[config.mk]
export PLATFORM = sky130hd
export DESIGN_NAME = pipe_stage_skid_flat
export DESIGN_NICKNAME = d
export VERILOG_FILES = /design/src/rtl/pipe_stage_skid_if.sv /design/src/rtl/pipe_stage_skid.sv /design/src/flat_wrapper.sv
export SDC_FILE = /design/constraint.sdc
export NUM_CORES = 1
export LEC_CHECK = 0
export ABC_AREA = 1
export CORE_ASPECT_RATIO = 1.5
export CORE_MARGIN = 5
export CORE_UTILIZATION = 51
export DETAILED_ROUTE_END_ITERATION = 16
export PLACE_DENSITY = 0.84
export SLEW_MARGIN = 20
export SYNTH_ARGS = -nofsm -noshare
export SYNTH_HDL_FRONTEND = slang
export SYNTH_SLANG_ARGS = --single-unit
[constraint.sdc]
create_clock -name clk_i -period 6 [get_ports clk_i]
set_input_delay 1.2 -clock clk_i [delete_from_list [all_inputs] [get_ports clk_i]]
set_output_delay 1.2 -clock clk_i [all_outputs]
set_load 0.03 [all_outputs]
[src/rtl/pipe_stage_skid_if.sv]
// Valid/ready handshake bundle carrying a control field and a payload between
// two pipeline stages.
interface pipe_stage_skid_if #(
  parameter int CTRL_W = 8,
  parameter int DATA_W = 64
);
  logic              valid;
  logic              ready;
  logic [CTRL_W-1:0] ctrl;
  logic [DATA_W-1:0] data;

  modport master (output valid, output ctrl, output data, input ready);
  modport slave  (input valid, input ctrl, input data, output ready);
endinterface

[src/rtl/pipe_stage_skid.sv]
// Pipeline stage register with a two-entry skid buffer: registered ready,
// global stall freeze, flush-to-bubble and in-order delivery.
module pipe_stage_skid #(
  parameter int DATA_W = 64,
  parameter int CTRL_W = 8
) (
  input  logic                clk_i,
  input  logic                rst_i,
  input  logic                start_i,
  input  logic                cpu_stall_i,
  input  logic                flush_i,
  pipe_stage_skid_if.slave    up,
  pipe_stage_skid_if.master   dn,
  output logic [1:0]          occupancy_o
);

  typedef enum logic [1:0] {
    ST_EMPTY = 2'd0,
    ST_ONE   = 2'd1,
    ST_FULL  = 2'd2
  } state_e;

  state_e            state_r;
  state_e            state_nxt_s;
  logic [CTRL_W-1:0] main_ctrl_r;
  logic [CTRL_W-1:0] main_ctrl_nxt_s;
  logic [DATA_W-1:0] main_data_r;
  logic [DATA_W-1:0] main_data_nxt_s;
  logic [CTRL_W-1:0] skid_ctrl_r;
  logic [CTRL_W-1:0] skid_ctrl_nxt_s;
  logic [DATA_W-1:0] skid_data_r;
  logic [DATA_W-1:0] skid_data_nxt_s;
  logic              in_ready_r;
  logic              out_valid_r;
  logic [1:0]        occupancy_r;
  logic              accept_s;
  logic              take_s;

  // Qualified handshake events; stall and flush suppress both.
  always_comb begin
    accept_s = up.valid & in_ready_r & start_i & ~cpu_stall_i & ~flush_i;
    take_s   = out_valid_r & dn.ready & ~cpu_stall_i & ~flush_i;
  end

  // Next-state and next-contents decode; flush beats stall beats handshake.
  always_comb begin
    state_nxt_s     = state_r;
    main_ctrl_nxt_s = main_ctrl_r;
    main_data_nxt_s = main_data_r;
    skid_ctrl_nxt_s = skid_ctrl_r;
    skid_data_nxt_s = skid_data_r;
    if (flush_i) begin
      // Bubble: control cleared, payload left as is.
      state_nxt_s     = ST_EMPTY;
      main_ctrl_nxt_s = {CTRL_W{1'b0}};
      skid_ctrl_nxt_s = {CTRL_W{1'b0}};
    end else if (cpu_stall_i) begin
      state_nxt_s = state_r;
    end else begin
      case (state_r)
        ST_EMPTY: begin
          if (accept_s) begin
            state_nxt_s     = ST_ONE;
            main_ctrl_nxt_s = up.ctrl;
            main_data_nxt_s = up.data;
          end else begin
            state_nxt_s = ST_EMPTY;
          end
        end
        ST_ONE: begin
          if (accept_s && take_s) begin
            state_nxt_s     = ST_ONE;
            main_ctrl_nxt_s = up.ctrl;
            main_data_nxt_s = up.data;
          end else if (accept_s) begin
            state_nxt_s     = ST_FULL;
            skid_ctrl_nxt_s = up.ctrl;
            skid_data_nxt_s = up.data;
          end else if (take_s) begin
            state_nxt_s     = ST_EMPTY;
            main_ctrl_nxt_s = {CTRL_W{1'b0}};
          end else begin
            state_nxt_s = ST_ONE;
          end
        end
        ST_FULL: begin
          // in_ready is low here, so only a take can happen.
          if (take_s) begin
            state_nxt_s     = ST_ONE;
            main_ctrl_nxt_s = skid_ctrl_r;
            main_data_nxt_s = skid_data_r;
            skid_ctrl_nxt_s = {CTRL_W{1'b0}};
          end else begin
            state_nxt_s = ST_FULL;
          end
        end
        default: begin
          state_nxt_s     = ST_EMPTY;
          main_ctrl_nxt_s = {CTRL_W{1'b0}};
          skid_ctrl_nxt_s = {CTRL_W{1'b0}};
        end
      endcase
    end
  end

  // State, storage and registered status flags.
  always_ff @(posedge clk_i or posedge rst_i) begin
    if (rst_i) begin
      state_r     <= ST_EMPTY;
      main_ctrl_r <= {CTRL_W{1'b0}};
      main_data_r <= {DATA_W{1'b0}};
      skid_ctrl_r <= {CTRL_W{1'b0}};
      skid_data_r <= {DATA_W{1'b0}};
      in_ready_r  <= 1'b1;
      out_valid_r <= 1'b0;
      occupancy_r <= 2'd0;
    end else begin
      state_r     <= state_nxt_s;
      main_ctrl_r <= main_ctrl_nxt_s;
      main_data_r <= main_data_nxt_s;
      skid_ctrl_r <= skid_ctrl_nxt_s;
      skid_data_r <= skid_data_nxt_s;
      in_ready_r  <= (state_nxt_s != ST_FULL);
      out_valid_r <= (state_nxt_s != ST_EMPTY);
      occupancy_r <= state_nxt_s;
    end
  end

  assign up.ready    = in_ready_r;
  assign dn.valid    = out_valid_r;
  assign dn.ctrl     = main_ctrl_r;
  assign dn.data     = main_data_r;
  assign occupancy_o = occupancy_r;

endmodule

[src/flat_wrapper.sv]
// flat-port wrapper written by rule: the top's interface ports become plain ports
module pipe_stage_skid_flat 
#(
  parameter int DATA_W = 64,
  parameter int CTRL_W = 8
)
  (clk_i, rst_i, start_i, cpu_stall_i, flush_i, occupancy_o, up_valid, up_ctrl, up_data, up_ready, dn_valid, dn_ctrl, dn_data, dn_ready);
  pipe_stage_skid_if #(.CTRL_W(CTRL_W), .DATA_W(DATA_W)) up_i ();
  pipe_stage_skid_if #(.CTRL_W(CTRL_W), .DATA_W(DATA_W)) dn_i ();
  input  logic clk_i;
  input  logic rst_i;
  input  logic start_i;
  input  logic cpu_stall_i;
  input  logic flush_i;
  output logic [1:0] occupancy_o;
  input wire logic [$bits(up_i.valid)-1:0] up_valid;
  input wire logic [$bits(up_i.ctrl)-1:0] up_ctrl;
  input wire logic [$bits(up_i.data)-1:0] up_data;
  output wire logic [$bits(up_i.ready)-1:0] up_ready;
  output wire logic [$bits(dn_i.valid)-1:0] dn_valid;
  output wire logic [$bits(dn_i.ctrl)-1:0] dn_ctrl;
  output wire logic [$bits(dn_i.data)-1:0] dn_data;
  input wire logic [$bits(dn_i.ready)-1:0] dn_ready;
  assign up_i.valid = up_valid;
  assign up_i.ctrl = up_ctrl;
  assign up_i.data = up_data;
  assign up_ready = up_i.ready;
  assign dn_valid = dn_i.valid;
  assign dn_ctrl = dn_i.ctrl;
  assign dn_data = dn_i.data;
  assign dn_i.ready = dn_ready;
  pipe_stage_skid #(.DATA_W(DATA_W), .CTRL_W(CTRL_W)) u_core (.clk_i(clk_i), .rst_i(rst_i), .start_i(start_i), .cpu_stall_i(cpu_stall_i), .flush_i(flush_i), .up(up_i), .dn(dn_i), .occupancy_o(occupancy_o));
endmodule
Word level (Yosys, flattened, before mapping). Cells that the tools add are included.

Word-level logic and storage cells: 63. Bits in registers: 148. Input bits: 79. Output and inout bits: 76.

Multiplexer cells: 24. Bitwise gates (word level): 10. Equality and inequality tests: 14. Reductions and logical operators: 8.

Operators with widths (count): 64-bit two-way mux (3); 64-bit one-hot mux with 3 select lines (1); 8-bit two-way mux (10); 8-bit one-hot mux with 3 select lines (2); 5-bit AND reduction (3); 2-bit two-way mux (5); 3-bit by 2-bit inequality test with 1-bit output (second input constant) (3); 2-bit by 1-bit inequality test with 1-bit output (second input constant) (4); 1-bit bitwise AND (7); 2-bit one-hot mux with 3 select lines (1); 6-bit AND reduction (1); 2-bit inequality test (second input constant) (2); 4-bit by 2-bit inequality test with 1-bit output (second input constant) (1); 4-bit inequality test (second input constant) (1); 3-bit inequality test (second input constant) (1); 1-bit NOT (3); 3-bit nonzero test (1); 2-bit by 1-bit == test with 1-bit output (second input constant) (1); 2-bit == test (second input constant) (1); 2-bit logical NOT (1); 1-bit two-way mux (2); 2-bit nonzero test (1); 1-bit logical AND (1).

Logic depth before layout (Yosys ltp).
Depth after elaboration: 10. Gate-level depth with buffers: 12.

Least setup slack after synthesis. Ideal clock, no wire load.

Path type: input-to-reg. Start point: input flush_i. End point: register u_core.main_ctrl_r[2] (netlist: u_core.dn.ctrl[2]). Buffers on the path: 0. Arrival time: 2.454 ns. Path slack: 3.481 ns. Stages on the path: 10. Required time: 5.935 ns. Cells stage by stage: nor2_4 nand2_2 inv_1 ha_1 inv_1 a21oi_1 nand2_1 a21oi_1 nand3_1 nand2_1.

Word-level cells in the longest chain between the ends: 7.

Ends and longest elaborated chain: from (decl) (RTL line flat_wrapper.sv:14) `input logic flush_i;`; 1-bit NOT (no line); 1-bit bitwise AND (on tied branches) (RTL line pipe_stage_skid.sv:41, pipe_stage_skid.sv:42); 1-bit logical AND (RTL line pipe_stage_skid.sv:71) `if (accept_s && take_s) begin`; 8-bit two-way mux (RTL line pipe_stage_skid.sv:71); 8-bit one-hot mux with 3 select lines (RTL line pipe_stage_skid.sv:60) `case (state_r)`; 8-bit two-way mux (RTL line pipe_stage_skid.sv:57) `end else if (cpu_stall_i) begin`; 8-bit two-way mux (RTL line pipe_stage_skid.sv:52) `if (flush_i) begin`; to (signal assigned) (RTL line pipe_stage_skid.sv:110) `main_ctrl_r <= {CTRL_W{1'b0}};`; to (signal assigned) (RTL line pipe_stage_skid.sv:119) `main_ctrl_r <= main_ctrl_nxt_s;`; to (decl) (RTL line pipe_stage_skid.sv:25) `logic [CTRL_W-1:0] main_ctrl_r;`.

Several ways; a longest one is shown, not always the timed one. The select of a mux whose other input is x is not followed. A chain may end at the register's enable or synchronous reset.

Final worst setup path.
Start point: input flush_i. End point: register u_core.skid_data_r[50].

Word-level cells in the longest chain between the ends: 5.

Ends and longest elaborated chain: 1-bit NOT (no line) (*); 1-bit bitwise AND (on tied branches) (RTL line pipe_stage_skid.sv:41, pipe_stage_skid.sv:42); 1-bit logical AND (RTL line pipe_stage_skid.sv:71); 1-bit NOT (no line); 5-bit AND reduction (no line) (*); to (signal assigned) (RTL line pipe_stage_skid.sv:113) `skid_data_r <= {DATA_W{1'b0}};`; to (signal assigned) (RTL line pipe_stage_skid.sv:122) `skid_data_r <= skid_data_nxt_s;`; to (decl) (RTL line pipe_stage_skid.sv:31) `logic [DATA_W-1:0] skid_data_r;`.

Every way passes the cells marked *; elsewhere a longest branch is shown, timed or not.

==> results.cfg <==
[outcome]
status = complete, no violations

[timing]
slew-limit-headroom_pct = 34.9
maxSlewViolCount = 0
min_period_over_period_pct = 65.2
fin_skew_ps = 7.85
fin_crit_ps = 3910
hold_viol = 0
rsz0062_at_grt = false
setup_violations = 0
worst_pin_slew_ps = 976
fin_tns_setup_ps = 0
fmax_mhz = 256

[critical_path]
cp.arrival_ps = 4200
crit_type = in2reg
crit_required_ps = 6290
startpoint_type = input port
rrSetupSlack_ps = 3210
rr_endpoint = u_core.skid_data_r[50]$_DFFE_PP0P_
rr_worst_depth = 10
r2r_start = u_core.dn.valid$_DFF_PP0_
critPathCaptureType = flop
path_max_fanout = 99

[global_routing]
antenna_found_initial = 1
met1_usage_pct = 25.4
grt_pass1_wl_um = 27000
use_met2_pct = 34.0
first_global_vias = 5550
globalRouteMet3Util_pct = 5.19
grt_usage_pct = 20.2
grt_overflow = 0
grt_busiest_layer = met2
grt_max_degree = 130

[pwr]
ir_drop_uv = 201
p_leak_nw = 4.46
powerDensity_mw_per_mm2 = 346

[logic_synthesis]
synth.area.top_cells = dfrtp_1 53%, nand2_1 15%, o21ai_0 8.5%
synth-main-ff-cell = dfrtp_1
synth_edf_count = 0
yosysUniqueCellTypes = 27
synth-seq-area-share_pct = 53.4
async_flop_share_pct = 100
yosysTopAreaCell = dfrtp_1
syn_area_per_cell_um2 = 8.66
syn_area_mm2 = 0.00694
synth_top_area_share_pct = 53.0
yosysMostFrequentCell = nand2_1
synth-seq-cells = 148
synthTopCellsByCount = 269 x nand2_1, 147 x dfrtp_1, 118 x o21ai_0
netlist_instances = 802
synth_nets = 883
yosysWarningCount = 0

[route]
wl_per_cell_um = 14.1
drtAntennaViolNets = 0
viasPerCell = 5.04
drt_iter0_drc = 255
wl_um = 15700
dr_total_vias = 5579
drc_errors = 0
drt_first_pass_iters = 5

[clock_tree]
postCtsHoldBufs = 0
path_clk_slew_ps = 60
clock-sinks = 148
clockBufferDepth = 2
cts_resized = 0
cts_inserted_buffers = 17
post-cts-setup-buffers = 0
htree_levels = 4
root_buffer = clkbuf_16
cts_tree = yes
clk_latency_ps = 410

[placed_design]
place_congestion = 0.887
dp_hpwl_um = 10400
place_area_mm2 = 0.00843
dp.cells = 1076
io_buffers = 154

[flow_run]
drv_cap = 0

[hold_path]
holdPathStages = 2
min_to = u_core.skid_data_r[41]$_DFFE_PP0P_
hp-start = u_core.skid_data_r[41]$_DFFE_PP0P_
worstHoldPathType = reg2reg

[finish]
diodes = 0
final_cells = 1108
design_area_mm2 = 0.00904
final_nets = 1014
fin_util_pct = 67.4
area_growth_pct = 30.1
n_fill_cell = 1065
layout-drive-gt1-share_pct = 12.4

[floorplanning]
dieArea_mm2 = 0.0161
rows = 52
start_util_pct = 51.8
core_area_mm2 = 0.0134
die_w_um = 105
io_pins = 155
die_height_um = 153
==> registers in the layout, indices dropped and copies added (netlist names) <==
| signal | count |
|---|---|
| u_core.dn.data | 64 |
| u_core.skid_data_r | 64 |
| u_core.skid_ctrl_r | 8 |
| u_core.state_r | 2 |
| u_core.dn.ctrl | 8 |
| u_core.up.ready | 1 |
| u_core.dn.valid | 1 |
==> cells in the final DEF, fill, tap and decap left out, drive strengths merged <==
cell type      instances
dfstp                  1
or2                    1
o21ai                203
nand2                273
bufinv                 1
clkinvlp               1
nand4                  1
buf                    4
nand3                 16
nand3b                 1
nor3                   1
ha                     2
clkdlybuf4s50        154
inv                   85
clkinv                 6
dfrtp                147
a21oi                 11
nor2                  21
clkbuf                17
==> worst max-delay path by stage <==
stage | from | end | cells after the start
floorplan | rst_i | u_core.dn.ctrl[0]$_DFFE_PP0P_ | 1
global placement | flush_i | u_core.skid_data_r[56]$_DFFE_PP0P_ | 11
detailed placement | flush_i | u_core.skid_data_r[52]$_DFFE_PP0P_ | 11
CTS | flush_i | u_core.skid_data_r[47]$_DFFE_PP0P_ | 10
global route | flush_i | u_core.skid_data_r[50]$_DFFE_PP0P_ | 11
finish | flush_i | u_core.skid_data_r[50]$_DFFE_PP0P_ | 11
==> through the flow <==
stage	hold slack [ps]	worst slack (ps)	power, W
floorplan	448	822	0.00172
global placement	461	1820	0.00209
detailed placement	466	1680	0.00211
CTS	482	2090	0.00316
global route	502	1830	0.00328
finish	479	2090	0.00313
==> final cells by class <==
cell class / count / area, um2 / area share, %
clock inverters: 15 / 168 / 1.86
clock buffers: 17 / 425 / 4.71
flip-flops and latches: 148 / 3700 / 41.0
repair buffers: 158 / 1580 / 17.5
inverters: 78 / 303 / 3.35
multi-input cells: 530 / 2650 / 29.3
well taps: 162 / 203 / 2.24
==> critical path: stages <==
cell	delay, ps
clkdlybuf4s50_1	460
buf_4	260
nor2_4	90
nand2_2	140
inv_1	80
ha_1	220
inv_1	250
nand3_4	760
buf_4	530
nand2_1	100
o21ai_0	80
==> where the power goes <==
part / switching (W) / internal [W]
Clock: 0.000458 / 0.000591
Sequential: 0.0000870 / 0.00115
Combinational: 0.000484 / 0.000363
==> routing by layer <==
metal | up-vias | share of wire [%]
met3 | 20 | 6.1
met1 | 2585 | 40
met2 | 155 | 52
met4 | 2 | 1.6
met5 | - | 0.083
li1 | 2817 | -
==> cell families after synthesis <==
logic type | count (synthesis) | synth area share, %
adder cells (fa/ha/maj) | 2 | 0.360
AO/OA/AOI/OAI | 214 | 18.8
flip-flops | 148 | 53.4
buffers and inverters | 124 | 8.92
AND/OR/NAND/NOR | 314 | 18.5
(Power assumes the default switching activity.)
